### config.mk
export PLATFORM = sky130hd
export DESIGN_NAME = fix_msg_parse
export DESIGN_NICKNAME = d
export VERILOG_FILES = /design/src/rtl/fix_msg_parse_pkg.sv /design/src/rtl/fix_field_acc.sv /design/src/rtl/fix_msg_parse.sv
export SDC_FILE = /design/constraint.sdc
export NUM_CORES = 1
export LEC_CHECK = 0
export ABC_AREA = 1
export CAP_MARGIN = 25
export CORE_MARGIN = 4
export CORE_UTILIZATION = 25
export DETAILED_ROUTE_END_ITERATION = 10
export PLACE_DENSITY = 0.39
export SLEW_MARGIN = 10
export SYNTH_ARGS = -nofsm -noshare
export SYNTH_HDL_FRONTEND = slang
export SYNTH_HIERARCHICAL = 1
export SYNTH_SLANG_ARGS = --single-unit
### constraint.sdc
create_clock -name clk -period 3.4 [get_ports clk]
set_input_delay 0.34 -clock clk [delete_from_list [all_inputs] [get_ports clk]]
set_output_delay 0.34 -clock clk [all_outputs]
set_load 0.02 [all_outputs]
### src/rtl/fix_msg_parse_pkg.sv
// Shared byte constants, parser state encoding and helpers for the FIX receive parser.
package fix_msg_parse_pkg;

    localparam int VALUE_DATA_WIDTH = 64;

    localparam logic [7:0] SOH       = 8'h01;
    localparam logic [7:0] EQ        = 8'h3d;
    localparam logic [7:0] ASCII_0   = 8'h30;
    localparam logic [7:0] ASCII_9   = 8'h39;
    localparam logic [7:0] CSUM_TAG0 = 8'h31;
    localparam logic [7:0] CSUM_TAG1 = 8'h30;

    // One-hot parser states
    localparam logic [3:0] S_TAG     = 4'b0001;
    localparam logic [3:0] S_VAL     = 4'b0010;
    localparam logic [3:0] S_CSUM    = 4'b0100;
    localparam logic [3:0] S_DISCARD = 4'b1000;

    function automatic logic is_digit(input logic [7:0] b);
        return (b >= ASCII_0) && (b <= ASCII_9);
    endfunction

endpackage

### src/rtl/fix_field_acc.sv
// Byte accumulator: packs bytes little-end first, keeps a thermometer byte count
// and flags a push that arrives when already full.
module fix_field_acc #(
    parameter int BYTES = 4
) (
    input  logic               clk,
    input  logic               rst,
    input  logic               clr,
    input  logic               push,
    input  logic [7:0]         next_byte,
    output logic [8*BYTES-1:0] packed_bytes,
    output logic [BYTES-1:0]   size,
    output logic               empty,
    output logic               overflow
);

    logic [BYTES-1:0] slot;

    // The single bit that turns on with the next push marks the write lane
    assign slot     = size ^ {size[BYTES-2:0], 1'b1};
    assign empty    = ~size[0];
    assign overflow = push & size[BYTES-1];

    always_ff @(posedge clk) begin
        if (rst || clr) begin
            packed_bytes <= '0;
            size         <= '0;
        end else if (push && !size[BYTES-1]) begin
            for (int i = 0; i < BYTES; i++) begin
                if (slot[i]) begin
                    packed_bytes[i*8 +: 8] <= next_byte;
                end
            end
            size <= {size[BYTES-2:0], 1'b1};
        end
    end

endmodule

### src/rtl/fix_msg_parse.sv
// FIX receive parser: splits a tag=value<SOH> byte stream into packed tag/value
// words and checks the 10=ddd trailer against the running byte sum.
module fix_msg_parse
    import fix_msg_parse_pkg::*;
#(
    parameter int VALUE_WIDTH = VALUE_DATA_WIDTH,
    parameter int TAG_BYTES   = 4
) (
    input  logic                     clk,
    input  logic                     rst,
    input  logic [7:0]               data_i,
    input  logic                     data_valid_i,
    output logic [8*TAG_BYTES-1:0]   tag_o,
    output logic [TAG_BYTES-1:0]     t_size_o,
    output logic                     tag_valid_o,
    output logic [VALUE_WIDTH-1:0]   val_o,
    output logic [VALUE_WIDTH/8-1:0] v_size_o,
    output logic                     val_valid_o,
    output logic                     end_of_msg_o,
    output logic                     checksum_ok_o,
    output logic                     checksum_err_o,
    output logic [7:0]               checksum_val_o,
    output logic                     field_err_o
);

    localparam int VAL_BYTES = VALUE_WIDTH / 8;

    logic [3:0] state, next_state;
    logic       from_csum, next_from_csum;
    logic [7:0] sum, sum_field_start;
    logic       sticky;
    logic [1:0] digit_cnt;
    logic [9:0] recv;
    logic [7:0] digit_val;

    logic                   tag_push, tag_clr, tag_empty, tag_ovf;
    logic [8*TAG_BYTES-1:0] tag_data;
    logic [TAG_BYTES-1:0]   tag_therm;
    logic                   val_push, val_clr, val_empty, val_ovf;
    logic [VALUE_WIDTH-1:0] val_data;
    logic [VAL_BYTES-1:0]   val_therm;

    logic ev_tag, ev_val, ev_err, ev_end, ev_end_ok;
    logic digit_push, digit_clr, is_csum_tag;

    fix_field_acc #(.BYTES(TAG_BYTES)) u_tag_acc (
        .clk(clk), .rst(rst), .clr(tag_clr), .push(tag_push), .next_byte(data_i),
        .packed_bytes(tag_data), .size(tag_therm), .empty(tag_empty), .overflow(tag_ovf)
    );

    fix_field_acc #(.BYTES(VAL_BYTES)) u_val_acc (
        .clk(clk), .rst(rst), .clr(val_clr), .push(val_push), .next_byte(data_i),
        .packed_bytes(val_data), .size(val_therm), .empty(val_empty), .overflow(val_ovf)
    );

    assign digit_val   = data_i - ASCII_0;
    assign is_csum_tag = (tag_therm == {{(TAG_BYTES-2){1'b0}}, 2'b11}) &&
                         (tag_data[15:0] == {CSUM_TAG1, CSUM_TAG0});

    // Decode the consumed byte against the current state into field events
    always_comb begin
        next_state     = state;
        next_from_csum = from_csum;
        tag_push = 1'b0;  tag_clr = 1'b0;
        val_push = 1'b0;  val_clr = 1'b0;
        ev_tag = 1'b0;  ev_val = 1'b0;  ev_err = 1'b0;
        ev_end = 1'b0;  ev_end_ok = 1'b0;
        digit_push = 1'b0;  digit_clr = 1'b0;
        if (data_valid_i) begin
            case (state)
                S_TAG: begin
                    if (data_i == EQ) begin
                        tag_clr = 1'b1;
                        if (tag_empty) begin
                            ev_err = 1'b1;  next_state = S_DISCARD;  next_from_csum = 1'b0;
                        end else if (is_csum_tag) begin
                            digit_clr = 1'b1;  next_state = S_CSUM;
                        end else begin
                            ev_tag = 1'b1;  next_state = S_VAL;
                        end
                    end else begin
                        tag_push = (data_i != SOH);
                        if (data_i == SOH || tag_ovf) begin
                            tag_clr = 1'b1;  ev_err = 1'b1;
                            next_state = S_DISCARD;  next_from_csum = 1'b0;
                        end
                    end
                end
                S_VAL: begin
                    if (data_i == SOH) begin
                        val_clr = 1'b1;  next_state = S_TAG;
                        if (val_empty) begin
                            ev_err = 1'b1;  next_state = S_DISCARD;  next_from_csum = 1'b0;
                        end else begin
                            ev_val = 1'b1;
                        end
                    end else begin
                        val_push = 1'b1;
                        if (val_ovf) begin
                            val_clr = 1'b1;  ev_err = 1'b1;
                            next_state = S_DISCARD;  next_from_csum = 1'b0;
                        end
                    end
                end
                S_CSUM: begin
                    if (data_i == SOH) begin
                        ev_end = 1'b1;  next_state = S_TAG;
                        if (digit_cnt == 2'd3) begin
                            ev_end_ok = (recv == {2'b00, sum_field_start}) && !sticky;
                        end else begin
                            ev_err = 1'b1;
                        end
                    end else if (is_digit(data_i) && digit_cnt != 2'd3) begin
                        digit_push = 1'b1;
                    end else begin
                        ev_err = 1'b1;  next_state = S_DISCARD;  next_from_csum = 1'b1;
                    end
                end
                S_DISCARD: begin
                    if (data_i == SOH) begin
                        ev_end = from_csum;  next_state = S_TAG;  next_from_csum = 1'b0;
                    end
                end
                default: next_state = S_TAG;
            endcase
        end
    end

    always_ff @(posedge clk) begin
        if (rst) begin
            state           <= S_TAG;
            from_csum       <= 1'b0;
            sum             <= '0;
            sum_field_start <= '0;
            sticky          <= 1'b0;
            digit_cnt       <= '0;
            recv            <= '0;
            tag_o           <= '0;
            t_size_o        <= '0;
            tag_valid_o     <= 1'b0;
            val_o           <= '0;
            v_size_o        <= '0;
            val_valid_o     <= 1'b0;
            end_of_msg_o    <= 1'b0;
            checksum_ok_o   <= 1'b0;
            checksum_err_o  <= 1'b0;
            checksum_val_o  <= '0;
            field_err_o     <= 1'b0;
        end else begin
            state        <= next_state;
            from_csum    <= next_from_csum;
            tag_valid_o  <= ev_tag;
            val_valid_o  <= ev_val;
            field_err_o  <= ev_err;
            end_of_msg_o <= ev_end;
            if (ev_tag) begin
                tag_o    <= tag_data;
                t_size_o <= tag_therm;
            end
            if (ev_val) begin
                val_o    <= val_data;
                v_size_o <= val_therm;
            end
            if (ev_end) begin
                checksum_ok_o  <= ev_end_ok;
                checksum_err_o <= !ev_end_ok;
                checksum_val_o <= sum_field_start;
            end
            // The trailer restarts the running sum so the next message sums from zero
            if (data_valid_i) begin
                sum <= ev_end ? 8'h00 : sum + data_i;
                if (state == S_TAG && tag_empty) begin
                    sum_field_start <= sum;
                end
            end
            if (ev_end) begin
                sticky <= 1'b0;
            end else if (ev_err) begin
                sticky <= 1'b1;
            end
            if (digit_clr) begin
                digit_cnt <= '0;
                recv      <= '0;
            end else if (digit_push) begin
                digit_cnt <= digit_cnt + 2'd1;
                recv      <= recv * 10'd10 + {2'b00, digit_val};
            end
        end
    end

endmodule

==> impl_metrics.tcl <==
set metrics [dict create \
    status "finished, final reports clean" \
    hold_path.class "register to register" \
    ys_seq_area_share_pct 44.8 \
    dr.pass1.iters 5 \
    clockBufferDepth 3 \
    final_max_slew_viol_count 0 \
    synth-warning-count 6 \
    setup_viol 0 \
    critical_path_arrival_ns 3.33 \
    worst_pin_slew_ns 0.648 \
    p_clk_share_pct 38.8 \
    drt-initial-drc-count 606 \
    synth_nets 1705 \
    std_cell_rows 79 \
    max_freq_mhz 348 \
    cap_violations 0 \
    worstSkewPairLatency_ns 0.56 \
    cts_tree "built" \
    synth_seq_cells 264 \
    final_core_util_pct 31.7 \
    grt_pass1_vias 10177 \
    via_per_inst 4.31 \
    drc 0 \
    intPower_mw 5.61 \
    required_ns 3.86 \
    hold_viol_final 0 \
    r2r-end "recv[8]" \
    grt_pass1_wl_um 58000 \
    fin_area_um2 14800 \
    place_congestion 0.812 \
    dieArea_um2 50800 \
    sw_frac_of_total_pct 30.7 \
    clock_skew_ns 0.00965 \
    rsz0062_at_grt "false" \
    dr_total_vias 10484 \
    io_buffers 132 \
    initial_core_util_pct 25.3 \
    grt_antenna_before_repair 0 \
    avgSynthCellArea_um2 7.10 \
    end_kind "register" \
    yosysTopAreaCell "dfxtp_1" \
    drt_wl_total_um 36600 \
    hp-start "sticky" \
    syn_inst 1663 \
    cts_made_buffers 31 \
    post-cts-setup-buffers 0 \
    die_h_um 225 \
    post_cts_resized 0 \
    holdPathStages 2 \
    n_antenna_cell 0 \
    nNetsFinal 1846 \
    grt_use_total_pct 14.2 \
    dpl-instance-area_um2 13900 \
    h-tree-depth 1 \
    synthTopCellsByArea "dfxtp_1 45%, nor2_1 13%, nand2_1 8.2%" \
    critPathMaxFanout 5 \
    cts.sinks 264 \
    vdd_drop_max_mv 0.364 \
    final_antenna_net_count 0 \
    period_minus_slack_ns 2.87 \
    drive_gt1_share_pct 7.18 \
    seqPwrFrac_pct 43.7 \
    tns_ns 0 \
    grt-ovfl-total 0 \
    synth_top_area_share_pct 44.8 \
    ios 133 \
    path_class "register to register" \
    r2r_start "recv[3]" \
    synth_area_um2 11800 \
    combPwrFrac_pct 17.5 \
    clk_pin_slew_worst_paths_ns 0.06 \
    startpoint_type "register" \
    grt_max_degree 73 \
    die_w_um 225 \
    synth_cell_types 43 \
    area_growth_pct 25.3 \
    dpl.hpwl_um 25700 \
    post_drt_wl_per_cell_um 15.1 \
    pwr_density_cell_nw_per_um2 547 \
    min_to "sticky" \
    power_switching_mw 2.48 \
    rr_worst_depth 15 \
    cts_hold_buf 0 \
    core_um2 46700 \
    leakagePower_nw 6.75 \
    relSlewSlack_pct 56.5 \
    ff2ff_setup_slack_ns 0.53 \
    cts_root_buffer "clkbuf_16" \
    period_share_pct 84.4 \
]
-- Yosys cell counts (all sizes together) --
cell type  instances
buf               29
clkbuf            26
or2                5
o21bai             1
inv              252
a211oi             2
o22ai              9
o211ai             3
o21ai            161
nor3b              1
fa                 3
dfxtp            264
xor2              11
nand3             34
nor2             411
nor3              11
and2               1
a21oi             49
nand3b             1
clkinv             2
ha                28
xnor2              8
a31oi              4
nand4             72
nand2            275
-- per-stage QoR --
stage	instances	worst slack (ns)	hold slack, ns	power, mW
after floorplan	1663	0.856	0.409	4.62
after global placement	2378	0.341	0.454	5.02
after global routing	2432	0.256	0.499	8.59
after CTS	2432	0.497	0.471	8.24
final	2432	0.529	0.462	8.10
after detailed placement	2378	0.325	0.461	5.03
-- final cells by class --
cell class | count | area (um2)
fill | 5080 | 31900
tap | 607 | 759
sequential | 264 | 5290
timing repair buffer | 163 | 1590
multi-input combinational | 1090 | 5260
clock buffer | 46 | 872
inverter | 254 | 956
clock inverter | 8 | 65.1
-- layer usage --
metal / global-route usage [%] / up-vias / routed length, um
li1: - / 5507 / -
met1: 20.4 / 4808 / 18600
met2: 22.7 / 127 / 16200
met3: 2.07 / 42 / 1180
met4: 3.10 / 0 / 601
met5: 0 / - / 0
-- placed cells by master (no fill, tap or decap), drive strengths merged, types with 2 or more instances in the layout --
cell | synthesis | layout
o22ai | 9 | 9
buf | 29 | 31
dfxtp | 264 | 264
clkbuf | 26 | 46
ha | 28 | 28
clkinv | 2 | 8
or2 | 5 | 5
nor3 | 11 | 11
a31oi | 4 | 4
fa | 3 | 3
o21ai | 161 | 161
nor2 | 411 | 411
a211oi | 2 | 2
o211ai | 3 | 3
clkdlybuf4s50 | 0 | 132
nand4 | 72 | 72
nand3 | 34 | 34
nand2 | 275 | 275
xnor2 | 8 | 8
a21oi | 49 | 49
xor2 | 11 | 11
inv | 252 | 253
-- how the worst max path moves through the flow --
stage / cells past startpoint / startpoint / to
CTS: 15 / recv[3] / recv[8]
detailed placement: 17 / data_i[4] / u_tag_acc/packed_bytes[31]
global route: 15 / recv[3] / recv[8]
global placement: 17 / data_i[4] / u_tag_acc/packed_bytes[20]
finish: 15 / recv[3] / recv[8]
floorplan: 15 / recv[3] / recv[8]
-- cells by family (layout without fill, tap and decap cells) --
kind of cell               after synthesis  count (layout)  synth area share (%)
buffers and inverters                  309             471                  10.7
xor gates and xnor gates                19              19                  1.41
and+or+nand+nor                        811             811                  29.6
DFF                                    264             264                  44.8
AOI/OAI and AO/OA                      229             229                  10.0
adders and majority gates               31              31                  3.48
-- state kept, by name (all words and copies together), names as in the netlist, 2 cells and up --
signal                  cells
v_size_o                    8
recv                       10
u_val_acc/size              8
checksum_val_o              8
state                       4
u_tag_acc/size              4
sum                         8
u_val_acc/packed_bytes     64
val_o                      64
t_size_o                    4
sum_field_start             8
digit_cnt                   2
u_tag_acc/packed_bytes     32
tag_o                      32
-- power groups by stage --
stage               combinational, mW  sequential, mW  clock [mW]
finish                           1.42            3.53        3.14
global route                     1.63            3.57        3.39
CTS                              1.43            3.54        3.27
detailed placement               1.42            3.61           0
global placement                 1.42            3.60           0
floorplan                        1.09            3.53           0
-- worst max-delay path: stages, from the launching register on --
cell,delay (ns)
dfxtp_1,0.46
ha_1,0.28
ha_1,0.36
nand2_1,0.09
nand2_1,0.06
a31oi_1,0.17
xor2_1,0.17
inv_1,0.06
ha_1,0.31
nand2_1,0.09
nor2_1,0.04
nand2_1,0.06
o211ai_1,0.11
or2_2,0.29
a21oi_1,0.14
nor2_1,0.06
Note: power is estimated with default switching activity, not from simulation.
